==> config.mk <==
export PLATFORM = sky130hd
export DESIGN_NAME = sum_reader_flat
export DESIGN_NICKNAME = d
export VERILOG_FILES = /design/src/rtl/sum_reader_pkg.sv /design/src/rtl/sum_reader_if.sv /design/src/rtl/sum_reader_fifo.sv /design/src/rtl/sum_reader.sv /design/src/flat_wrapper.sv
export SDC_FILE = /design/constraint.sdc
export NUM_CORES = 1
export LEC_CHECK = 0
export CAP_MARGIN = 10
export CORE_MARGIN = 4
export CORE_UTILIZATION = 55
export CTS_BUF_LIST = sky130_fd_sc_hd__clkbuf_8
export CTS_CLUSTER_DIAMETER = 200
export DETAILED_ROUTE_END_ITERATION = 6
export PLACE_DENSITY = 0.79
export SLEW_MARGIN = 5
export SYNTH_ARGS = -nofsm -noshare
export SYNTH_HDL_FRONTEND = slang
export SYNTH_SLANG_ARGS = --single-unit
==> constraint.sdc <==
create_clock -name i_clk -period 5.3 [get_ports i_clk]
set_input_delay 1.06 -clock i_clk [delete_from_list [all_inputs] [get_ports i_clk]]
set_output_delay 1.06 -clock i_clk [all_outputs]
set_load 0.005 [all_outputs]
==> src/rtl/sum_reader_pkg.sv <==
// sum_reader_pkg: shared constants for the pi engine's sum RAM and the
// read-out client, plus the reader FSM encoding and the FIFO entry layout.
//   N        limb width (base-1024 limbs)
//   L        number of limbs in the sum RAM
//   ADR_BITS sum RAM address width
//   RAMDELAY cycles from rd_addr registered to rd_data captured
//   DEPTH    reader output FIFO depth (power of 2, >= RAMDELAY+1)
package sum_reader_pkg;
  localparam int N        = 10;
  localparam int L        = 230;
  localparam int ADR_BITS = 10;
  localparam int RAMDELAY = 2;
  localparam int DEPTH    = 4;

  // One extra bit so the issue counter can go negative without aliasing
  // onto a real address.
  localparam int CNT_W = ADR_BITS + 1;
  localparam int OCC_W = $clog2(DEPTH + 1);

  typedef enum logic [1:0] {
    ST_IDLE  = 2'd0,
    ST_ISSUE = 2'd1,
    ST_DRAIN = 2'd2
  } state_t;

  typedef struct packed {
    logic                last;
    logic [ADR_BITS-1:0] idx;
    logic [N-1:0]        q;
  } limb_t;
endpackage

==> src/rtl/sum_reader_if.sv <==
// sum_reader_if: valid/ready limb stream from the sum reader to the
// display/VGA text path.
//   limb_q     limb value
//   limb_idx   RAM index of limb_q
//   limb_last  high with limb_idx == 0
//   limb_valid stream valid
//   limb_ready downstream accepts
// master = producer (sum_reader), slave = consumer.
interface sum_reader_if;
  import sum_reader_pkg::*;

  logic [N-1:0]        limb_q;
  logic [ADR_BITS-1:0] limb_idx;
  logic                limb_valid;
  logic                limb_ready;
  logic                limb_last;

  modport master (
    output limb_q, limb_idx, limb_valid, limb_last,
    input  limb_ready
  );

  modport slave (
    input  limb_q, limb_idx, limb_valid, limb_last,
    output limb_ready
  );
endinterface

==> src/rtl/sum_reader_fifo.sv <==
// sync_fifo_fwft: single-clock first-word-fall-through FIFO.
//   i_clk, i_rst_n  clock, async active-low reset
//   i_flush         empties the FIFO at the next edge (wins over push/pop)
//   i_push, i_data  write side (push while full is dropped)
//   i_pop           read side; o_data/o_valid show the head entry
//   o_count         current occupancy
module sync_fifo_fwft #(
  parameter int W     = 8,
  parameter int DEPTH = 4
) (
  input  logic                         i_clk,
  input  logic                         i_rst_n,
  input  logic                         i_flush,
  input  logic                         i_push,
  input  logic [W-1:0]                 i_data,
  input  logic                         i_pop,
  output logic [W-1:0]                 o_data,
  output logic                         o_valid,
  output logic [$clog2(DEPTH+1)-1:0]   o_count
);
  localparam int AW = $clog2(DEPTH);
  localparam int CW = $clog2(DEPTH + 1);

  logic [W-1:0]  r_mem [DEPTH];
  logic [AW-1:0] r_wp, r_rp;
  logic [CW-1:0] r_cnt;
  logic          w_push, w_pop;

  assign w_pop  = i_pop  && (r_cnt != '0);
  assign w_push = i_push && (r_cnt != CW'(DEPTH));

  always_ff @(posedge i_clk)
    if (w_push && !i_flush) r_mem[r_wp] <= i_data;

  always_ff @(posedge i_clk or negedge i_rst_n) begin
    if (!i_rst_n) begin
      r_wp  <= '0;
      r_rp  <= '0;
      r_cnt <= '0;
    end else if (i_flush) begin
      r_wp  <= '0;
      r_rp  <= '0;
      r_cnt <= '0;
    end else begin
      if (w_push) r_wp <= r_wp + AW'(1);
      if (w_pop)  r_rp <= r_rp + AW'(1);
      case ({w_push, w_pop})
        2'b10:   r_cnt <= r_cnt + CW'(1);
        2'b01:   r_cnt <= r_cnt - CW'(1);
        default: r_cnt <= r_cnt;
      endcase
    end
  end

  assign o_data  = r_mem[r_rp];
  assign o_valid = (r_cnt != '0);
  assign o_count = r_cnt;
endmodule

==> src/rtl/sum_reader.sv <==
// sum_reader: after the pi engine reaches END, walks the sum RAM from
// L-1 down to 0, absorbs the RAM read latency with a tag pipe and streams
// the limbs MSB-first through a small FWFT FIFO.
//   i_clk, i_rst_n  clock, async active-low reset
//   i_start         one-cycle read-out request
//   i_calc_done     engine in END (RAM read port owned by this block)
//   o_rd_addr       sum RAM read address
//   i_rd_data       sum RAM read data
//   m_limb          limb stream (valid/ready)
//   o_busy          read-out in progress
//   o_done          one-cycle pulse after the last limb is accepted
//   o_abort         sticky: calc_done fell during a read-out
module sum_reader
  import sum_reader_pkg::*;
(
  input  logic                i_clk,
  input  logic                i_rst_n,
  input  logic                i_start,
  input  logic                i_calc_done,
  output logic [ADR_BITS-1:0] o_rd_addr,
  input  logic [N-1:0]        i_rd_data,
  sum_reader_if.master        m_limb,
  output logic                o_busy,
  output logic                o_done,
  output logic                o_abort
);
  state_t                            r_state;
  logic signed [CNT_W-1:0]           r_cnt;
  logic [ADR_BITS-1:0]               r_rd_addr;
  logic [RAMDELAY-1:0]               r_vld_pipe;
  logic [RAMDELAY-1:0][ADR_BITS-1:0] r_idx_pipe;
  logic                              r_last_acc;
  logic                              r_busy, r_done, r_abort;

  logic             w_abort, w_credit, w_issue, w_push, w_pop, w_fifo_valid;
  logic [OCC_W-1:0] w_fifo_cnt;
  logic [7:0]       w_pipe_cnt;
  limb_t            w_wr, w_rd;

  // Losing the RAM port mid read-out kills everything in flight.
  assign w_abort = (r_state != ST_IDLE) && !i_calc_done;

  always_comb begin
    w_pipe_cnt = '0;
    for (int k = 0; k < RAMDELAY; k++)
      w_pipe_cnt = w_pipe_cnt + 8'(r_vld_pipe[k]);
  end

  // Every in-flight tag already owns a FIFO slot, so the FIFO can never
  // overflow and the RAM return path never needs to stall.
  assign w_credit = (w_pipe_cnt + 8'(w_fifo_cnt)) < 8'(DEPTH);
  assign w_issue  = (r_state == ST_ISSUE) && w_credit && !w_abort &&
                    !r_cnt[CNT_W-1];

  assign w_push  = r_vld_pipe[RAMDELAY-1] && !w_abort;
  assign w_wr.q    = i_rd_data;
  assign w_wr.idx  = r_idx_pipe[RAMDELAY-1];
  assign w_wr.last = (r_idx_pipe[RAMDELAY-1] == '0);
  assign w_pop   = w_fifo_valid && m_limb.limb_ready;

  sync_fifo_fwft #(
    .W     ($bits(limb_t)),
    .DEPTH (DEPTH)
  ) u_fifo (
    .i_clk   (i_clk),
    .i_rst_n (i_rst_n),
    .i_flush (w_abort),
    .i_push  (w_push),
    .i_data  (w_wr),
    .i_pop   (w_pop),
    .o_data  (w_rd),
    .o_valid (w_fifo_valid),
    .o_count (w_fifo_cnt)
  );

  // Tag pipe: entry k is a read issued k+1 cycles ago; the last stage
  // lines up with the cycle its rd_data is on the bus.
  always_ff @(posedge i_clk or negedge i_rst_n) begin
    if (!i_rst_n) begin
      r_vld_pipe <= '0;
      r_idx_pipe <= '0;
    end else if (w_abort) begin
      r_vld_pipe <= '0;
      r_idx_pipe <= '0;
    end else begin
      r_vld_pipe[0] <= w_issue;
      r_idx_pipe[0] <= r_cnt[ADR_BITS-1:0];
      for (int k = 1; k < RAMDELAY; k++) begin
        r_vld_pipe[k] <= r_vld_pipe[k-1];
        r_idx_pipe[k] <= r_idx_pipe[k-1];
      end
    end
  end

  always_ff @(posedge i_clk or negedge i_rst_n) begin
    if (!i_rst_n) begin
      r_state    <= ST_IDLE;
      r_cnt      <= CNT_W'(L - 1);
      r_rd_addr  <= '0;
      r_last_acc <= 1'b0;
      r_busy     <= 1'b0;
      r_done     <= 1'b0;
      r_abort    <= 1'b0;
    end else begin
      r_done <= 1'b0;
      if (w_pop && w_rd.last) r_last_acc <= 1'b1;
      case (r_state)
        ST_IDLE: begin
          if (i_start && i_calc_done) begin
            r_state    <= ST_ISSUE;
            r_cnt      <= CNT_W'(L - 1);
            r_abort    <= 1'b0;
            r_last_acc <= 1'b0;
            r_busy     <= 1'b1;
          end
        end
        ST_ISSUE, ST_DRAIN: begin
          if (w_abort) begin
            r_state   <= ST_IDLE;
            r_abort   <= 1'b1;
            r_busy    <= 1'b0;
            r_rd_addr <= '0;
          end else if (r_state == ST_ISSUE) begin
            if (w_issue) begin
              r_rd_addr <= r_cnt[ADR_BITS-1:0];
              r_cnt     <= r_cnt - CNT_W'(1);
              if (r_cnt == '0) r_state <= ST_DRAIN;
            end
          end else if (r_last_acc && (r_vld_pipe == '0) && !w_fifo_valid) begin
            r_state   <= ST_IDLE;
            r_done    <= 1'b1;
            r_busy    <= 1'b0;
            r_rd_addr <= '0;
          end
        end
        default: r_state <= ST_IDLE;
      endcase
    end
  end

  assign o_rd_addr = r_rd_addr;
  assign o_busy    = r_busy;
  assign o_done    = r_done;
  assign o_abort   = r_abort;

  assign m_limb.limb_valid = w_fifo_valid;
  assign m_limb.limb_q     = w_fifo_valid ? w_rd.q   : '0;
  assign m_limb.limb_idx   = w_fifo_valid ? w_rd.idx : '0;
  assign m_limb.limb_last  = w_fifo_valid && w_rd.last;
endmodule
==> src/flat_wrapper.sv <==
// flat-port wrapper written by rule: the top's interface ports become plain ports
module sum_reader_flat import sum_reader_pkg::*;
  (i_clk, i_rst_n, i_start, i_calc_done, o_rd_addr, i_rd_data, o_busy, o_done, o_abort, m_limb_limb_q, m_limb_limb_idx, m_limb_limb_valid, m_limb_limb_last, m_limb_limb_ready);
  sum_reader_if m_limb_i ();
  input  logic i_clk;
  input  logic i_rst_n;
  input  logic i_start;
  input  logic i_calc_done;
  output logic [ADR_BITS-1:0] o_rd_addr;
  input  logic [N-1:0] i_rd_data;
  output logic o_busy;
  output logic o_done;
  output logic o_abort;
  output wire logic [$bits(m_limb_i.limb_q)-1:0] m_limb_limb_q;
  output wire logic [$bits(m_limb_i.limb_idx)-1:0] m_limb_limb_idx;
  output wire logic [$bits(m_limb_i.limb_valid)-1:0] m_limb_limb_valid;
  output wire logic [$bits(m_limb_i.limb_last)-1:0] m_limb_limb_last;
  input wire logic [$bits(m_limb_i.limb_ready)-1:0] m_limb_limb_ready;
  assign m_limb_limb_q = m_limb_i.limb_q;
  assign m_limb_limb_idx = m_limb_i.limb_idx;
  assign m_limb_limb_valid = m_limb_i.limb_valid;
  assign m_limb_limb_last = m_limb_i.limb_last;
  assign m_limb_i.limb_ready = m_limb_limb_ready;
  sum_reader u_core (.i_clk(i_clk), .i_rst_n(i_rst_n), .i_start(i_start), .i_calc_done(i_calc_done), .o_rd_addr(o_rd_addr), .i_rd_data(i_rd_data), .m_limb(m_limb_i), .o_busy(o_busy), .o_done(o_done), .o_abort(o_abort));
endmodule
==> reports/results.ini <==
[route]
postRouteAntennaNets = 0
viasPerCell = 5.56
vias = 3167
first_pass_iters = 4
wl_per_cell_um = 17.1
wl_um = 9750
drtIter0Drc = 121
drc_errors = 0

[logic_synthesis]
synth.distinct_cells = 50
synth_async_sr_flop_share_pct = 40.0
syn_inst = 367
yosysMostFrequentCell = edfxtp_1
synth.cell_area_mm2 = 0.00575
synth_flop_cell = edfxtp_1
yosys_warnings = 0
synth_top_area_share_pct = 43.9
synth.area.top_cells = edfxtp_1 (44%), dfrtp_1 (22%), mux4_2 (8.2%)
ys_top_cells_by_count = edfxtp_1 (84), dfrtp_1 (51), and2_1 (40)
synth-seq-area-share_pct = 68.3
syn_avg_cell_area_um2 = 15.7
ys_ff_latch = 140
synth_edf_count = 84
syn_nets = 395
yosysTopAreaCell = edfxtp_1

[floorplan]
die_w_um = 110
row_count = 37
initial_utilization_pct = 56.0
core-area_mm2 = 0.0103
die_h_um = 110
dieArea_mm2 = 0.0122
io_pins = 50

[global_routing]
grt.total_usage_pct = 18.0
grt_pass1_vias = 3346
antenna_found_initial = 0
overflow = 0
grt_pass1_wl_um = 16500
grt_max_degree = 57

[critical_path]
timing.critical_path.from = u_core.u_fifo.r_rp[1]
crit_fanout = 22
endpoint_kind = output port
critPathLaunchType = flop
rr_worst_depth = 5
required_ns = 4.24
critPathKind = reg -> out
rrSetupSlack_ns = 2.83
worstReg2RegEnd = u_core.o_rd_addr[2]
timing.rr.start = u_core.r_state[0]
cp.arrival_ns = 2.51

[run]
cap_violations = 0

[clock_tree]
clock-root-buffer = clkbuf_8
holdBufCountCts = 0
postCtsSetupBuffers = 0
clk_transition_reported_paths_ns = 0.08
clockBufferDepth = 2
clock_latency_ns = 0.42
cts_sinks = 140
cts_tree = done
ctsResizeCount = 0
cts_made_buffers = 17
htree_num_levels = 4

[timing]
setup_violations = 0
finalCritPeriodShare_pct = 67.3
final-hold-violation-count = 0
rsz0062_at_grt = false
period_needed_ns = 3.57
worst_slew_pin_slew_ns = 1.07
fmax_mhz = 280
fin_ws_ns = 1.73
skew_ns = 0.0122
tns_ns = 0
hold_slack_ns = 0.449
drv_slew = 0
slew_headroom_pct = 28.9

[final_layout]
multi_input_area_mm2 = 0.00171
drive_above_1_share_pct = 15.2
diodes = 0
fin_nets = 450
syn2layout_area_growth_pct = 17.5
seq_area_mm2 = 0.00393
nFillCells = 725

[pwr]
power.leakage_nw = 2.53
ir_drop_mv = 0.321
power_density_mw_per_mm2 = 550

[placement]
pre_cts_slack_ns = 2.02
port_buffers = 49
gp_routability_congestion = 0.761
dpl.hpwl_um = 6220

[hold_path]
worstHoldStart = u_core.r_idx_pipe[7]
min_path_type = reg -> reg
hold_end = u_core.r_idx_pipe[17]
hold_depth = 1

[run_status]
status = finished clean

-- logic make-up after synthesis --
family | Yosys count | synth area share [%]
AO/OA/AOI/OAI | 33 | 4.42
XOR/XNOR | 4 | 0.609
adder cells (fa/ha/maj) | 13 | 2.96
buffers and inverters | 27 | 2.00
flip-flops | 140 | 68.3
multiplexers | 29 | 9.70
AND/OR/NAND/NOR | 121 | 12.0
-- registers in the layout, indices dropped and copies added, names as in the netlist --
register / cells
u_core.u_fifo.r_rp: 2
u_core.o_done: 1
u_core.o_abort: 1
u_core.o_rd_addr: 10
u_core.r_state: 2
u_core.u_fifo.o_count: 3
u_core.u_fifo.r_wp: 2
u_core.r_last_acc: 1
u_core.r_idx_pipe: 20
u_core.u_fifo.r_mem: 84
u_core.r_vld_pipe: 2
u_core.o_busy: 1
u_core.r_cnt: 11
-- cell usage in the layout, fill, tap and decap left out, types with 2 or more instances in the layout --
| cell | instances |
|---|---|
| a21oi_1 | 2 |
| a22o_1 | 9 |
| a31oi_1 | 3 |
| a32o_1 | 2 |
| and2_1 | 40 |
| and3_1 | 5 |
| buf_4 | 3 |
| bufinv_16 | 3 |
| clkbuf_8 | 17 |
| clkdlybuf4s50_1 | 48 |
| clkinv_4 | 3 |
| clkinvlp_4 | 2 |
| dfrtp_1 | 51 |
| dfstp_2 | 5 |
| edfxtp_1 | 84 |
| ha_1 | 12 |
| inv_1 | 12 |
| inv_6 | 3 |
| mux2i_1 | 7 |
| mux4_2 | 21 |
| nand2_1 | 16 |
| nand2b_1 | 3 |
| nand3_1 | 9 |
| nand3b_1 | 4 |
| nor2_1 | 21 |
| nor3_1 | 5 |
| nor3b_1 | 3 |
| nor4_1 | 2 |
| o21ai_0 | 2 |
| o21ai_1 | 2 |
| o221ai_1 | 4 |
| o31ai_1 | 2 |
| or2_2 | 3 |
| or4_1 | 2 |
| xor2_1 | 3 |
-- worst max-delay path, cell delays in order, from the launching register on --
cell and delay [ns]:
dfrtp_1 1.01, mux4_2 0.44, and2_1 0.20, clkdlybuf4s50_1 0.45
-- power by group --
group / internal (mW) / switching [mW] / leakage, nW
clock: 0.465 / 0.400 / 0.198
combinational: 0.664 / 0.523 / 0.868
sequential: 1.44 / 0.220 / 1.46
total: 2.57 / 1.14 / 2.53
-- metrics by stage --
step / power [mW] / instances / utilization, % / cell area [um^2]
floorplan: 2.39 / 367 / - / 5750
global placement: 2.84 / 539 / 61.8 / 6360
detailed placement: 2.89 / 539 / 61.8 / 6360
CTS: 3.75 / 570 / 65.8 / 6760
global route: 3.96 / 570 / 65.8 / 6760
finish: 3.72 / 570 / 65.8 / 6760
-- cell type report --
cell class	instances	share of cell area, %
repair buffers	52	7.51
multi-input cells	200	25.2
well taps	136	2.52
clock buffers	17	3.46
flip-flops and latches	140	58.1
clock inverters	14	2.52
inverters	11	0.611
-- metal layers --
| layer | vias up | global-route usage, % | routed length, um |
|---|---|---|---|
| met4 | 0 | 5.98 | 125 |
| li1 | 1478 | - | - |
| met3 | 13 | 4.43 | 495 |
| met5 | - | 0 | 0 |
| met1 | 1594 | 22.6 | 4170 |
| met2 | 82 | 30.9 | 4960 |
-- worst max-delay path by stage --
stage	end	cells after the start
6_report	m_limb_limb_last	3
5_1_grt	m_limb_limb_last	3
4_1_cts	m_limb_limb_last	3
3_5_place_dp	u_core.r_cnt[5]	7
3_3_place_gp	u_core.r_cnt[5]	7
2_1_floorplan	m_limb_limb_idx[0]	4
Power figures use the tool's default switching activity.
